File: src/rtl/morse_pkg.sv
// Shared types and constants for the Morse symbol sequencer.
// Symbol encoding, character limits, FIFO entry layout and assembler states.
package morse_pkg;

  localparam logic SYM_DOT  = 1'b0;
  localparam logic SYM_DASH = 1'b1;

  localparam int unsigned MAX_SYMBOLS = 5;
  localparam int unsigned CODE_W      = 5;
  localparam int unsigned LEN_W       = 3;

  localparam logic [LEN_W-1:0] LEN_SPACE = 3'd0;

  // One queued item: a character, or a word space when len == LEN_SPACE.
  typedef struct packed {
    logic [CODE_W-1:0] code;
    logic [LEN_W-1:0]  len;
    logic              err;
  } fifo_entry_t;

  localparam fifo_entry_t SPACE_ENTRY = '{code: 5'd0, len: LEN_SPACE, err: 1'b0};

  typedef enum logic {
    S_COLLECT = 1'b0,
    S_SPACE   = 1'b1
  } asm_state_t;

endpackage

File: src/rtl/morse_out_fifo.sv
// Output queue for assembled characters and word spaces.
// First-word fall-through with a registered head; one write per cycle.
// Ports:
//   clk, reset     clock, async active-high reset
//   push/push_data write request and entry (discarded when full and not popping)
//   ready          consumer accepts head this cycle
//   out_valid/head registered head-of-queue outputs
//   drop           sticky, set when a write is discarded
module morse_out_fifo
  import morse_pkg::*;
#(
  parameter int unsigned DEPTH = 4
) (
  input  logic        clk,
  input  logic        reset,
  input  logic        push,
  input  fifo_entry_t push_data,
  input  logic        ready,
  output logic        out_valid,
  output fifo_entry_t head,
  output logic        drop
);

  localparam int unsigned AW = (DEPTH > 1) ? $clog2(DEPTH) : 1;

  fifo_entry_t   mem [0:DEPTH-1];
  logic [AW-1:0] wr_ptr, rd_ptr, rd_n;
  logic [AW:0]   fill, fill_n;
  logic          full, do_pop, do_push;
  fifo_entry_t   head_n;

  // Occupancy, accepted write/read and next head value.
  always_comb begin
    full    = (fill == (AW+1)'(DEPTH));
    do_pop  = out_valid & ready;
    do_push = push & (~full | do_pop);
    fill_n  = fill + (AW+1)'(do_push) - (AW+1)'(do_pop);
    rd_n    = do_pop ? rd_ptr + AW'(1) : rd_ptr;
    head_n  = mem[rd_n];
    // New head is the entry being written this cycle (bypass the array).
    if (do_push && (rd_n == wr_ptr)) head_n = push_data;
    if (fill_n == '0) head_n = '0;
  end

  // Entry storage: data only, no reset needed.
  always_ff @(posedge clk) begin
    if (do_push) mem[wr_ptr] <= push_data;
  end

  // Pointers, fill level, registered head and sticky drop.
  always_ff @(posedge clk or posedge reset) begin
    if (reset) begin
      wr_ptr    <= '0;
      rd_ptr    <= '0;
      fill      <= '0;
      out_valid <= 1'b0;
      head      <= '0;
      drop      <= 1'b0;
    end else begin
      if (do_push) wr_ptr <= wr_ptr + AW'(1);
      rd_ptr    <= rd_n;
      fill      <= fill_n;
      out_valid <= (fill_n != '0);
      head      <= head_n;
      drop      <= drop | (push & ~do_push);
    end
  end

endmodule

File: src/rtl/morse_symbol_sequencer.sv
// Controller beside the Morse decoder FSM: unit-time base, symbol assembler
// and output queue with valid/ready hand-off.
// Optional build macro: MORSE_STATS_EN adds char_count (characters popped).
// Ports:
//   clk, reset              clock, async active-high reset
//   count_reset             synchronous clear of the unit timer
//   dot, dash, LG, WG       one-cycle pulses from the decoder FSM
//   count                   elapsed units since count_reset, saturating
//   out_valid/out_ready     queue head handshake
//   out_code/out_len/out_err head character (len 0 = word space)
//   drop                    sticky, an entry was lost on a full queue
//   char_count              (MORSE_STATS_EN) popped characters, wrapping
module morse_symbol_sequencer
  import morse_pkg::*;
#(
  parameter int unsigned BITS        = 5,
  parameter int unsigned UNIT_CYCLES = 5000000,
  parameter int unsigned FIFO_DEPTH  = 4
) (
  input  logic            clk,
  input  logic            reset,
  input  logic            count_reset,
  input  logic            dot,
  input  logic            dash,
  input  logic            LG,
  input  logic            WG,
  output logic [BITS-1:0] count,
  output logic            out_valid,
  input  logic            out_ready,
  output logic [4:0]      out_code,
  output logic [2:0]      out_len,
  output logic            out_err,
  output logic            drop
`ifdef MORSE_STATS_EN
  ,
  output logic [15:0]     char_count
`endif
);

  localparam int unsigned PW = (UNIT_CYCLES > 1) ? $clog2(UNIT_CYCLES) : 1;
  localparam logic [PW-1:0] PRESCALE_MAX = PW'(UNIT_CYCLES - 1);

  logic [PW-1:0] prescaler;

  // Unit timer: count_reset wins over the prescaler wrap; count saturates.
  always_ff @(posedge clk or posedge reset) begin
    if (reset) begin
      prescaler <= '0;
      count     <= '0;
    end else if (count_reset) begin
      prescaler <= '0;
      count     <= '0;
    end else if (prescaler == PRESCALE_MAX) begin
      prescaler <= '0;
      if (count != '1) count <= count + BITS'(1);
    end else begin
      prescaler <= prescaler + PW'(1);
    end
  end

  asm_state_t        state_q, state_n;
  logic [CODE_W-1:0] code_q, code_n;
  logic [LEN_W-1:0]  len_q, len_n;
  logic              err_q, err_n;
  logic              push_c;
  fifo_entry_t       push_data_c;

  // Assembler state and partial character.
  always_ff @(posedge clk or posedge reset) begin
    if (reset) begin
      state_q <= S_COLLECT;
      code_q  <= '0;
      len_q   <= '0;
      err_q   <= 1'b0;
    end else begin
      state_q <= state_n;
      code_q  <= code_n;
      len_q   <= len_n;
      err_q   <= err_n;
    end
  end

  // Next state and queue writes; priority WG > LG > dash > dot.
  always_comb begin
    state_n     = state_q;
    code_n      = code_q;
    len_n       = len_q;
    err_n       = err_q;
    push_c      = 1'b0;
    push_data_c = '0;

    case (state_q)
      S_SPACE: begin
        // Trailing space after a word; the assembler is already empty.
        push_c      = 1'b1;
        push_data_c = SPACE_ENTRY;
        state_n     = S_COLLECT;
      end
      default: begin
        if (WG) begin
          push_c = 1'b1;
          if (len_q != LEN_SPACE) begin
            push_data_c = '{code: code_q, len: len_q, err: err_q};
            code_n      = '0;
            len_n       = '0;
            err_n       = 1'b0;
            state_n     = S_SPACE;
          end else begin
            push_data_c = SPACE_ENTRY;
          end
        end else if (LG && (len_q != LEN_SPACE)) begin
          push_c      = 1'b1;
          push_data_c = '{code: code_q, len: len_q, err: err_q};
          code_n      = '0;
          len_n       = '0;
          err_n       = 1'b0;
        end
      end
    endcase

    // Symbols are recorded in either state unless a gap pulse took priority.
    if (!WG && !LG && (dash || dot)) begin
      if (len_q < LEN_W'(MAX_SYMBOLS)) begin
        code_n = code_q | (CODE_W'(dash ? SYM_DASH : SYM_DOT) << len_q);
        len_n  = len_q + LEN_W'(1);
      end else begin
        err_n = 1'b1;
      end
    end
  end

  fifo_entry_t head;

  morse_out_fifo #(
    .DEPTH (FIFO_DEPTH)
  ) u_fifo (
    .clk       (clk),
    .reset     (reset),
    .push      (push_c),
    .push_data (push_data_c),
    .ready     (out_ready),
    .out_valid (out_valid),
    .head      (head),
    .drop      (drop)
  );

  assign out_code = head.code;
  assign out_len  = head.len;
  assign out_err  = head.err;

`ifdef MORSE_STATS_EN
  // Characters taken by the consumer; spaces are not counted.
  always_ff @(posedge clk or posedge reset) begin
    if (reset) begin
      char_count <= '0;
    end else if (out_valid && out_ready && (head.len != LEN_SPACE)) begin
      char_count <= char_count + 16'd1;
    end
  end
`endif

endmodule
File: config.mk
export PLATFORM = sky130hd
export DESIGN_NAME = morse_symbol_sequencer
export DESIGN_NICKNAME = d
export VERILOG_FILES = /design/src/rtl/morse_pkg.sv /design/src/rtl/morse_out_fifo.sv /design/src/rtl/morse_symbol_sequencer.sv
export SDC_FILE = /design/constraint.sdc
export NUM_CORES = 1
export LEC_CHECK = 0
export CORE_ASPECT_RATIO = 0.7
export CORE_MARGIN = 2
export CORE_UTILIZATION = 54
export CTS_CLUSTER_SIZE = 16
export DETAILED_ROUTE_END_ITERATION = 10
export GPL_TIMING_DRIVEN = 0
export PLACE_DENSITY = 0.79
export SYNTH_ARGS = -nofsm -noshare
export SYNTH_HDL_FRONTEND = slang
export SYNTH_HIERARCHICAL = 1
export SYNTH_SLANG_ARGS = --single-unit
File: constraint.sdc
create_clock -name clk -period 3.2 [get_ports clk]
set_clock_uncertainty 0.1 [all_clocks]
set_input_delay 0.32 -clock clk [delete_from_list [all_inputs] [get_ports clk]]
set_output_delay 0.32 -clock clk [all_outputs]
set_load 0.02 [all_outputs]
## Word-level counts from Yosys, hierarchy flattened

Memory sizes are Yosys's and may differ from the RTL's.
Index checks and enable logic that the tools add are counted.

- Flip-flop bits (word level): 56
- RAM bits: 36
- Input port bits: 8
- Output and inout port bits: 16
- Logic and storage cells: 88
- Memories: 1

Memories:

| memory | depth | bits a word | read ports | clocked after Yosys merged registers in | wr ports | RTL line | RTL |
|---|---|---|---|---|---|---|---|
| u_fifo.mem | 4 | 9 | 1 | 0 | 1 | morse_out_fifo.sv:26 | `fifo_entry_t mem [0:DEPTH-1];` |

- Add/subtract/negate cells: 7
- Order comparisons: 1
- Eq/ne operators: 4
- Shift operators: 1
- Mux-type cells: 39
- Bitwise operators: 8
- Reduce and logical (&&, ||, !) cells: 13

Operators by type and width:

| kind | number |
|---|---|
| two-way mux 9 bit | 6 |
| two-way mux 23 bit | 2 |
| two-way mux 5 bit | 9 |
| adder 23 x 1 -> 23 bit, second input constant | 1 |
| equality test 23 bit, second input constant | 1 |
| two-way mux 3 bit | 6 |
| two-way mux 1 bit | 15 |
| nonzero test 3 bit | 2 |
| adder 5 x 1 -> 5 bit, second input constant | 1 |
| != test 5 bit, second input constant | 1 |
| bitwise OR 5 bit | 1 |
| << shifter 1 x 3 -> 5 bit | 1 |
| adder 2 x 1 -> 2 bit, second input constant | 2 |
| logical AND 1 bit | 4 |
| nonzero test 2 bit | 2 |
| adder 3 x 1 -> 3 bit | 1 |
| adder 3 x 1 -> 3 bit, second input constant | 1 |
| bitwise AND 1 bit | 3 |
| equality test 3 bit, second input constant | 1 |
| zero test 3 bit | 1 |
| less-than comparator 3 bit, second input constant | 1 |
| subtractor 3 x 1 -> 3 bit | 1 |
| equality test 2 bit | 1 |
| zero test 1 bit | 2 |
| 5 further kinds | 7 |

## Longest topological paths before layout

- Depth after elaboration: 10
- Depth in mapped cells: 17
- Gate-level depth less buffers: 16

## By module

Netlist, hierarchy kept.

By module, submodules not included:

| module | times used | cells an instance | area each (um^2) | sequential area each (um^2) |
|---|---|---|---|---|
| morse_out_fifo | 1 | 185 | 2536.2 | 1531.5 |
| morse_symbol_sequencer | 1 | 212 | 2026.9 | 950.9 |

## Least setup slack after synthesis

No wires, ideal clock.

- Kind: register -> register
- Start point: register len_q[0]
- End point: register, netlist name u_fifo/head[0]
- Library setup time: 0.118 ns
- Arrival time: 3.191 ns
- Required time: 2.982 ns
- Slack: -0.209 ns
- Cell stages (with the launch flop): 18
- Path buffers: 1
- Clock period less this slack: 3.409 ns
- Cell sequence: dfrtp_1 > inv_1 > ha_1 > nor2b_1 > o21ai_0 > inv_1 > a31oi_4 > inv_1 > ha_1 > inv_1 > ha_1 > fa_1 > xnor2_1 > xnor2_1 > nor3_1 > clkbuf_1 > nor3b_1 > a21o_1

RTL lines:

| element | RTL line | RTL |
|---|---|---|
| from (decl) | morse_symbol_sequencer.sv:63 | `logic [LEN_W-1:0] len_q, len_n;` |
| from (signal assigned) | morse_symbol_sequencer.sv:78 | `len_q <= len_n;` |

==> reports/qor.csv <==
stage,metric,value,unit
logic_synthesis,Commonest cells post-synth,"56 x dfrtp_1, 41 x nor2_1, 36 x edfxtp_1, 18 x inv_1, 16 x o221ai_1",
final_layout,cell area after layout,5400,µm²
final_layout,# fillers,625,
floorplan,Die ar.,9213,µm²
critical_path,reg-to-reg critical path endpoint,u_fifo/head[4],
final_layout,Layout area overhead,18.34,%
critical_path,cell family with the largest share of critical-path delay,buffers and inverters,
min_path,Worst Hold Class,input pin to register,
floorplan,IO Pins,24,
sta,Setup Viol. Count Final,0,
clock_tree,H-Tree Depth,3,
final_layout,fin util,64.77,%
sta,measured slew at the worst slew-check pin,1.067,ns
critical_path,WP data required,3.32,ns
detailed_routing,vias,3434,
logic_synthesis,"count leader, synth",dfrtp_1,
status,status,completed,
detailed_routing,Post-DRT Antenna Nets,0,
global_routing,first-pass GRT wire length,15900,µm
global_routing,initial antenna violation count,0,
critical_path,r2r setup slk,0.02,ns
clock_tree,clock latency on the worst-skew pair,0.34,ns
place,Placer Congestion,0.8575,
critical_path,critical path class,input pin to register,
place,cell total after placement,524,
floorplan,std cell rows,28,
place,post-DP HPWL,6977,µm
logic_synthesis,Cell variety after synth,57,
logic_synthesis,ys flop type,dfrtp_1,
logic_synthesis,largest area contributor in the netlist,dfrtp_1,
power_and_ir_drop,Static Leak,0.002149,µW
logic_synthesis,number of flops mapped to enable cells by yosys,36,
min_path,Worst Hold Depth,2,
detailed_routing,Via density,6.266,
sta,Tcrit/Tclk final,99.71,%
critical_path,largest stage delay on the critical path,0.47,ns
clock_tree,maximum buffer depth of the clock tree,2,
sta,final hold viol count,0,
place,area of placed instances,4950,µm²
logic_synthesis,yosys warns,6,
clock_tree,clock sink total,92,
sta,worst setup margin,0.009335,ns
run,max-cap check violation count,0,
clock_tree,# hold bufs at CTS,0,
power_and_ir_drop,peak supply drop,0.0004079,V
floorplan,Starting Density,54.73,%
clock_tree,CTS root buffer,clkbuf_16,
global_routing,Overall Global Routing Usage,22.62,%
logic_synthesis,Post-Syn Area,4563,µm²
critical_path,crit path DAT,3.31,ns
logic_synthesis,Syn Inst Count,397,
critical_path,r2r startpoint,u_fifo/out_valid,
final_layout,share of layout cells above drive strength 1,17.16,%
detailed_routing,Initial DRC Count,344,
logic_synthesis,syn nets,417,
critical_path,CP cell instances,"clkdlybuf4s50_1, nand2_2, clkinv_2, buf_2, ha_1, inv_1, ha_2, fa_2, xnor2_2, xnor2_2, nor3_4, buf_8, buf_12, nor2_2",
floorplan,core region area,8338,µm²
logic_synthesis,post-synth top area share,30.71,%
critical_path,WP buf/inv,6,
logic_synthesis,Synth async-reset ratio,60.87,%
critical_path,CP endpoint kind,register,
logic_synthesis,"flops & latches, synth",92,
detailed_routing,routed wire length per instance,18.90,µm
final_layout,final std cells w/o fill,548,
critical_path,"Top cell by count, worst path",xnor2_2,
floorplan,die width,113.9,µm
clock_tree,cts bufs inserted,9,
min_path,Hold EP,count[0],
sta,worst hold slack,0.1776,ns
sta,Final Max Tran Viols,0,
critical_path,R2R depth,13,
floorplan,Die Height,80.91,µm
min_path,Hold Startpoint,count_reset,
global_routing,vias in the first global route,3178,
detailed_routing,Post-Route WL,10360,µm
place,pre-CTS setup slack,-0.7909,ns
logic_synthesis,register area share after synthesis,54.40,%
place,IO buf count,22,
logic_synthesis,syn avg cell area,11.49,µm²
global_routing,largest net degree at the start of global routing,39,
clock_tree,CTS tree,done,
sta,max_slew headroom,28.20,%
critical_path,slowest library cell on the worst path,clkdlybuf4s50_1,
power_and_ir_drop,PD cells,910.3,nW/µm²
logic_synthesis,synth top area cells,"dfrtp_1 31%, edfxtp_1 24%, nor2_1 3.4%",
sta,RSZ-0062 raised after global routing,yes,
sta,fin crit period,3.191,ns
final_layout,final net count,458,
critical_path,Setup crit start kind,input pin,
sta,Max Freq,313.4,MHz
detailed_routing,DR DRC count,0,
global_routing,GRT overflow,0,
final_layout,antenna diode count,0,
detailed_routing,first-pass detailed-route iteration total,6,
critical_path,critical path peak fanout,10,
clock_tree,"Reg clk slew, reported paths",0.06,ns
kinds of logic (layout without fill, tap and decap cells):
kind of cell	after synthesis	in the layout	share of synthesized area [%]
and+or+nand+nor	134	134	17.00
DFF	92	92	54.40
AOI/OAI and AO/OA	76	76	12.20
buffers and inverters	41	87	4.031
muxes	22	22	5.073
xor gates and xnor gates	20	20	3.839
adders and majority gates	12	12	3.455
through the flow:
stage | total power [µW] | TNS (ns)
after global routing | 5145 | -0.4119
final | 4916 | 0
after floorplan | 2940 | 0
after detailed placement | 3463 | -6.683
after CTS | 4644 | 0
after global placement | 3377 | -5.739
how the worst max path moves through the flow:
stage	start	end	depth (start not counted)
final	out_ready	u_fifo/head[4]	14
after global routing	len_q[0]	u_fifo/head[0]	17
after CTS	len_q[1]	u_fifo/head[0]	17
after detailed placement	out_ready	u_fifo/head[0]	14
after global placement	out_ready	u_fifo/head[0]	14
after floorplan	len_q[0]	u_fifo/head[0]	17
layout by cell type, fill, tap and decap left out, drive strengths merged, types with 3 or more instances in the layout:
master / n
mux2i: 13
inv: 18
xor2: 8
nand4b: 10
nand3: 12
buf: 18
nor2: 41
and2: 10
and4: 4
nor4: 6
nand2: 8
a31oi: 4
o221ai: 16
ha: 11
nand4: 8
o21ai: 10
a21oi: 13
or3: 4
o31ai: 14
nor3b: 3
dfrtp: 56
nor3: 6
clkdlybuf4s50: 22
a22oi: 8
mux2: 9
clkbuf: 24
or4: 6
xnor2: 12
and3: 8
edfxtp: 36
what timing repair did:
action	CTS	global route
setup endpoints to repair	10	10
pin swaps	2	10
endpoints found under the hold margin	0	0
setup buffers	5	3
resized for setup	8	17
flip-flops by register name, summed over array words and instances (netlist names):
name	flops
count	5
code_q	5
u_fifo/wr_ptr	2
u_fifo/fill	3
u_fifo/drop	1
state_q	1
prescaler	23
u_fifo/head	9
len_q	3
u_fifo/rd_ptr	2
u_fifo/out_valid	1
err_q	1
u_fifo/mem	36
routing by layer:
metal / global-route usage [%] / part of all wire, % / up-vias
li1: - / - / 1569
met1: 32.67 / 46 / 1680
met2: 33.59 / 44 / 158
met3: 5.821 / 7.7 / 27
met4: 7.561 / 1.5 / 0
met5: 0 / 0 / -
final cells by class:
type,instances,area (µm²),area share [%]
Buffer,22,123.9,2.294
Clock buffer,12,236.5,4.379
Clock inverter,4,50.05,0.9268
Inverter,19,72.57,1.344
Multi-Input combinational cell,264,2004,37.12
Sequential cell,92,2485,46.01
Tap cell,105,131.4,2.433
Timing Repair Buffer,30,296.5,5.491
report_power, final:
| part | internal (µW) | switching, µW | total (µW) |
|---|---|---|---|
| clock network | 605 | 420 | 1020 |
| registers | 1580 | 155 | 1730 |
| logic | 934 | 1220 | 2160 |
Power figures use the tool's default switching activity.
